===== src/rtl/rv32_mod_instr_prefetch.sv =====
// rv32_mod_instr_prefetch
//   Sequential instruction prefetch buffer. Fetches aligned words ahead of
//   the core into a DEPTH-entry FIFO and answers in-order core fetches from
//   the FIFO head in the same cycle. A core address that does not match the
//   head flushes the buffer and restarts prefetching from that address.
//
// Ports
//   clk, reset            clock, synchronous active-high reset
//   core_req/core_addr    core fetch request (held until core_ack)
//   core_ack/core_err/    completion (combinational), error flag and word
//   core_data
//   mem_req/mem_addr      memory request, registered, held until mem_ack
//   mem_ack/mem_err/      memory completion, error flag and read data
//   mem_data
module rv32_mod_instr_prefetch #(
  parameter int          DEPTH    = 4,
  parameter logic [31:0] RESET_PC = 32'h0000_0000
) (
  input  logic        clk,
  input  logic        reset,
  input  logic        core_req,
  input  logic [31:0] core_addr,
  output logic        core_ack,
  output logic        core_err,
  output logic [31:0] core_data,
  output logic        mem_req,
  output logic [31:0] mem_addr,
  input  logic        mem_ack,
  input  logic        mem_err,
  input  logic [31:0] mem_data
);
  localparam int            PW      = $clog2(DEPTH);
  localparam logic [PW:0]   DEPTH_C = (PW+1)'(DEPTH);

  typedef enum logic [1:0] {IDLE, BUSY, DISCARD, HALT} state_t;

  state_t            state;
  logic [31:0]       data_q [DEPTH];
  logic [DEPTH-1:0]  err_q;
  logic [PW-1:0]     rd_ptr;
  logic [PW-1:0]     wr_ptr;
  logic [PW:0]       count;
  logic [PW:0]       count_next;
  logic [31:0]       head_addr;
  logic [31:0]       fetch_addr;
  logic [31:0]       core_word;
  logic              addr_match;
  logic              hit;
  logic              miss;
  logic              push;
  logic              pop;

  // head_addr is always word aligned, so masking the core address makes the
  // comparison a pure word-address match.
  assign core_word  = core_addr & ~32'd3;
  assign addr_match = (core_word == head_addr);
  assign hit        = core_req && (count != '0) && addr_match;
  // A request that matches the head but finds the FIFO empty is a wait;
  // everything else that does not match the head is a miss.
  assign miss       = core_req && !addr_match;
  assign pop        = hit;
  // Data returned while the core is redirecting belongs to the old stream.
  assign push       = (state == BUSY) && mem_ack && !miss;
  assign count_next = count + (PW+1)'(push) - (PW+1)'(pop);

  assign core_ack   = hit;
  assign core_data  = hit ? data_q[rd_ptr] : 32'h0;
  assign core_err   = hit && err_q[rd_ptr];

  // FIFO storage: data only, no reset needed.
  always_ff @(posedge clk) begin
    if (push) begin
      data_q[wr_ptr] <= mem_data;
      err_q[wr_ptr]  <= mem_err;
    end
  end

  // FIFO bookkeeping and memory-side FSM.
  always_ff @(posedge clk) begin
    if (reset) begin
      state      <= IDLE;
      count      <= '0;
      rd_ptr     <= '0;
      wr_ptr     <= '0;
      head_addr  <= RESET_PC;
      fetch_addr <= RESET_PC;
      mem_req    <= 1'b0;
      mem_addr   <= RESET_PC;
    end else begin
      if (miss) begin
        count      <= '0;
        rd_ptr     <= '0;
        wr_ptr     <= '0;
        head_addr  <= core_word;
        fetch_addr <= core_word;
      end else begin
        count <= count_next;
        if (pop) begin
          rd_ptr    <= rd_ptr + 1'b1;
          head_addr <= head_addr + 32'd4;
        end
        if (push) begin
          wr_ptr     <= wr_ptr + 1'b1;
          fetch_addr <= fetch_addr + 32'd4;
        end
      end

      case (state)
        IDLE: begin
          // A redirect from IDLE issues the new address immediately so a
          // cold miss sees its memory request in the very next cycle.
          if (miss) begin
            state    <= BUSY;
            mem_req  <= 1'b1;
            mem_addr <= core_word;
          end else if (count < DEPTH_C) begin
            state    <= BUSY;
            mem_req  <= 1'b1;
            mem_addr <= fetch_addr;
          end
        end
        BUSY: begin
          if (miss) begin
            // The bus request cannot be withdrawn; wait for its ack and drop it.
            if (mem_ack) begin
              state   <= IDLE;
              mem_req <= 1'b0;
            end else begin
              state   <= DISCARD;
            end
          end else if (mem_ack) begin
            if (mem_err) begin
              state   <= HALT;
              mem_req <= 1'b0;
            end else if (count_next < DEPTH_C) begin
              mem_addr <= fetch_addr + 32'd4;
            end else begin
              state   <= IDLE;
              mem_req <= 1'b0;
            end
          end
        end
        DISCARD: begin
          if (mem_ack) begin
            state   <= IDLE;
            mem_req <= 1'b0;
          end
        end
        HALT: begin
          // Buffered words, including the faulting one, still drain; only a
          // redirect restarts fetching.
          if (miss) state <= IDLE;
        end
        default: begin
          state   <= IDLE;
          mem_req <= 1'b0;
        end
      endcase
    end
  end

endmodule


===== config.mk =====
export PLATFORM = sky130hd
export DESIGN_NAME = rv32_mod_instr_prefetch
export DESIGN_NICKNAME = d
export VERILOG_FILES = /design/src/rtl/rv32_mod_instr_prefetch.sv
export SDC_FILE = /design/constraint.sdc
export NUM_CORES = 1
export LEC_CHECK = 0
export ABC_AREA = 1
export ABC_CLOCK_PERIOD_IN_PS = 8300
export CAP_MARGIN = 15
export CORE_MARGIN = 2
export CORE_UTILIZATION = 55
export CTS_CLUSTER_SIZE = 8
export DETAILED_ROUTE_END_ITERATION = 8
export GPL_TIMING_DRIVEN = 0
export HOLD_SLACK_MARGIN = 0.02
export PLACE_DENSITY = 0.78
export SKIP_LAST_GASP = 1
export SLEW_MARGIN = 20
export SYNTH_ARGS = -nofsm -noshare
export SYNTH_HDL_FRONTEND = slang
export SYNTH_SLANG_ARGS = --single-unit

===== constraint.sdc =====
create_clock -name clk -period 8.3 [get_ports clk]
set_input_delay 2.075 -clock clk [delete_from_list [all_inputs] [get_ports clk]]
set_output_delay 2.075 -clock clk [all_outputs]
set_load 0.01 [all_outputs]

==> results.toml <==
[worst_setup_path]
required_ns = 6.23
critPathArrivalTime_ns = 4.84
r2r.worst_path.cells = 21
r2r-end = "state[0]$_SDFFE_PP0P_"
cp_slowest_stage_delay_ns = 0.58
crit_type = "in2out"
worst-path-max-fanout = 10
cp_cell_sequence = "clkdlybuf4s50_1 > xnor2_1 > nand2_1 > nor2_1 > nand2_1 > nor2_2 > nand2_4 > inv_2 > nand2_2 > buf_2 > buf_2 > a21oi_1 > clkdlybuf4s50_1"
r2r_setup_slack_ns = 4.39
crit_slowest_cell = "clkdlybuf4s50_1"
cp-end-kind = "output port"
rr_startpoint = "head_addr[4]$_SDFFE_PP0P_"
start_kind = "primary input"

[die]
rows = 54
fp.dieH_um = 152.7
initial_utilization = 0.5593
dieArea_um2 = 23330
ios = 136
core_um2 = 21760
die_w_um = 152.7

[routing]
wl_met1_um = 13660
first_pass_iters = 6
vias = 10800
routed_wirelength_um = 33050
drt-wirelength-per-cell_um = 16.28
drt_iter0_drc = 799
top_layer_used = "met4"
drcViolationCount = 0
met2WireLength_um = 15450
postRouteAntennaNets = 0
dr_wl_met3_um = 2274
viasPerCell = 5.318

[timing]
rsz0062_at_grt = "false"
max_slew_margin = 0.5316
worst_pin_slew_ns = 0.7009
setup_viol = 0
timing.final.crit_share = 0.8329
final.setup.tns_ns = 0
postLayoutSetupSlackWorst_ns = 1.387
clock_skew_ns = 0.01510
fmax_mhz = 144.7
whs_ns = 0.5089
finalHoldViolCount = 0
fin_crit_ns = 6.913
drv_slew = 0

[grt]
grt_pass1_wl_um = 52320
grt_use_total = 0.2782
first_global_vias = 10200
grt_max_degree = 21
grt-ovfl-total = 0
grt_antenna_before_repair = 0

[final_layout]
fin_nets = 1814
final_cell_area_um2 = 14940
area_growth_syn_to_layout_pct = 22.77
antenna_cells = 0
multiInputGateArea_um2 = 5235
layoutNonFillerInstCount = 2030
nFillCells = 1785
drive_gt1_frac = 0.06914
seqCellArea_um2 = 6006

[clock_tree]
cts_tree = "done"
cts_htree_levels = 2
cts.repair.resized = 0
clk_pin_slew_worst_paths_ns = 0.05
cts.sinks = 234
cts_hold_repair.buffers = 0
clock_latency_ns = 0.50
clk_path_buf_depth = 3
numCtsBuffers = 35
clock-root-buffer = "clkbuf_16"
postCtsSetupRepairBufs = 0

[placement]
place_inst = 1974
place.gp.congestion = 0.9477
dp_slack_ns = 1.448
place_hpwl_um = 22850
place_area_um2 = 13950
io_buffers = 129

[yosys]
netlist_instances = 1560
synth_seq_cells = 234
syn_area_per_cell_um2 = 7.800
synth.largest_area_cell = "edfxtp_1"
syn-cell-area_um2 = 12170
ys_types = 39
ys_seq_area_frac = 0.4936
ys_top_cells_by_area = "edfxtp_1 33%, dfxtp_1 17%, nand2_1 13%"
yosys_warnings = 0
netlist.area_leader.share = 0.3258

[power]
p_comb_frac = 0.244
worst_ir_drop_vdd_uv = 161.3
power_density_nw_per_um2 = 235.4
seqPwrFrac = 0.392
internal-power_mw = 2.443
leakage_nw = 6.250
p_sw_mw = 1.073
switching_share = 0.3053
p_clk_frac = 0.364

[min_path]
holdPathEnd = "mem_addr[22]$_SDFFE_PP0P_"
min_from = "mem_addr[22]$_SDFFE_PP0P_"
hold_class = "reg2reg"
hold_depth = 4

[job]
maxCapViolCount = 0

[status]
status = "finished clean"
==> registers in the layout (all words and copies together), names as in the netlist, named ones only <==
name / flops
data_q: 128
fetch_addr: 30
head_addr: 30
mem_addr: 30
err_q: 4
count: 3
rd_ptr: 2
state: 2
wr_ptr: 2
mem_req: 1
==> synth_stat cells <==
| cell type | n |
|---|---|
| dfxtp_1 | 102 |
| o21ai_0 | 86 |
| nor2_1 | 271 |
| and3_1 | 1 |
| buf_8 | 1 |
| a21oi_1 | 52 |
| nand3_1 | 83 |
| edfxtp_1 | 132 |
| o41ai_1 | 1 |
| nor3_1 | 23 |
| buf_2 | 23 |
| conb_1 | 1 |
| buf_1 | 13 |
| nor2_2 | 4 |
| nand4_1 | 10 |
| clkinv_1 | 1 |
| buf_4 | 7 |
| o31ai_1 | 1 |
| nor4_1 | 3 |
| buf_12 | 1 |
| xor2_1 | 40 |
| inv_2 | 10 |
| buf_6 | 6 |
| nand4_2 | 1 |
| inv_1 | 133 |
| o211ai_1 | 17 |
| ha_1 | 13 |
| nand2_2 | 13 |
| nor3_2 | 3 |
| xnor2_1 | 38 |
| nand2_8 | 1 |
| nand2_4 | 3 |
| o21ai_1 | 2 |
| fa_1 | 1 |
| nor3b_1 | 1 |
| nand2_1 | 432 |
| clkbuf_1 | 27 |
| nand3b_1 | 1 |
| or2_2 | 2 |
==> power by group through the flow <==
| stage | sequential (mW) | combinational [mW] | clock, mW |
|---|---|---|---|
| final | 1.38 | 0.858 | 1.28 |
| after global routing | 1.39 | 0.962 | 1.34 |
| after CTS | 1.38 | 0.857 | 1.29 |
| after detailed placement | 1.40 | 0.848 | 0 |
| after global placement | 1.40 | 0.827 | 0 |
| after floorplan | 1.42 | 0.525 | 0 |
==> kinds of logic (layout without fill, tap and decap cells) <==
family / count (synthesis) / after routing / share of synthesized area
XOR/XNOR: 78 / 78 / 0.05614
buffers and inverters: 222 / 411 / 0.07897
other: 1 / 2 / 0.0003082
AND/OR/NAND/NOR: 852 / 852 / 0.2866
AO/OA/AOI/OAI: 159 / 159 / 0.06941
flip-flops: 234 / 234 / 0.4936
adder cells (fa/ha/maj): 14 / 14 / 0.01501
==> cells in the final DEF, fill, tap and decap left out, types with 17 or more instances in the layout <==
master             n
xnor2_1           38
nor3_1            23
nand2_1          432
a21oi_1           52
clkbuf_1          45
o211ai_1          17
clkbuf_16         35
dfxtp_1          102
nand3_1           83
nor2_1           267
o21ai_0           86
clkdlybuf4s50_1  129
xor2_1            40
edfxtp_1         132
inv_1            133
buf_2             23
==> through the flow <==
step | util | power, mW
2_1_floorplan | - | 1.940
3_3_place_gp | 0.6349 | 2.226
3_5_place_dp | 0.6414 | 2.248
4_1_cts | 0.6866 | 3.530
5_1_grt | 0.6866 | 3.695
6_report | 0.6866 | 3.516
==> critical path, delay by kind of cell <==
family	cells	cell delay (ns)
AO/OA/AOI/OAI	1	0.21
AND/OR/NAND/NOR	6	0.73
buffers and inverters	5	1.66
XOR/XNOR	1	0.14
==> routing by layer <==
| metal | GRT usage | vias to the layer above |
|---|---|---|
| met5 | 0 | - |
| met4 | 0.1318 | 0 |
| met3 | 0.03868 | 87 |
| met2 | 0.4591 | 473 |
| met1 | 0.3638 | 4913 |
| li1 | - | 5323 |
==> worst max-delay path by stage <==
stage | cells after the start | endpoint | from | slack [ns]
detailed placement | 13 | core_data[1] | core_addr[24] | 1.45
finish | 13 | core_data[10] | core_addr[8] | 1.39
floorplan | 11 | core_data[10] | core_addr[6] | 2.89
CTS | 14 | core_data[10] | core_addr[28] | 1.42
global route | 14 | core_data[2] | core_addr[28] | 1.24
global placement | 13 | core_data[10] | core_addr[24] | 1.44
==> cell type report <==
type                    instances  share of cell area
plain buffers                  78             0.02814
clock buffers                  53             0.06315
clock inverters                 3            0.002764
inverters                     144             0.03618
multi-input cells            1105              0.3504
flip-flops and latches        234              0.4020
well taps                     280             0.02345
repair buffers                133             0.09381
Note: power is estimated with default switching activity, not from simulation.
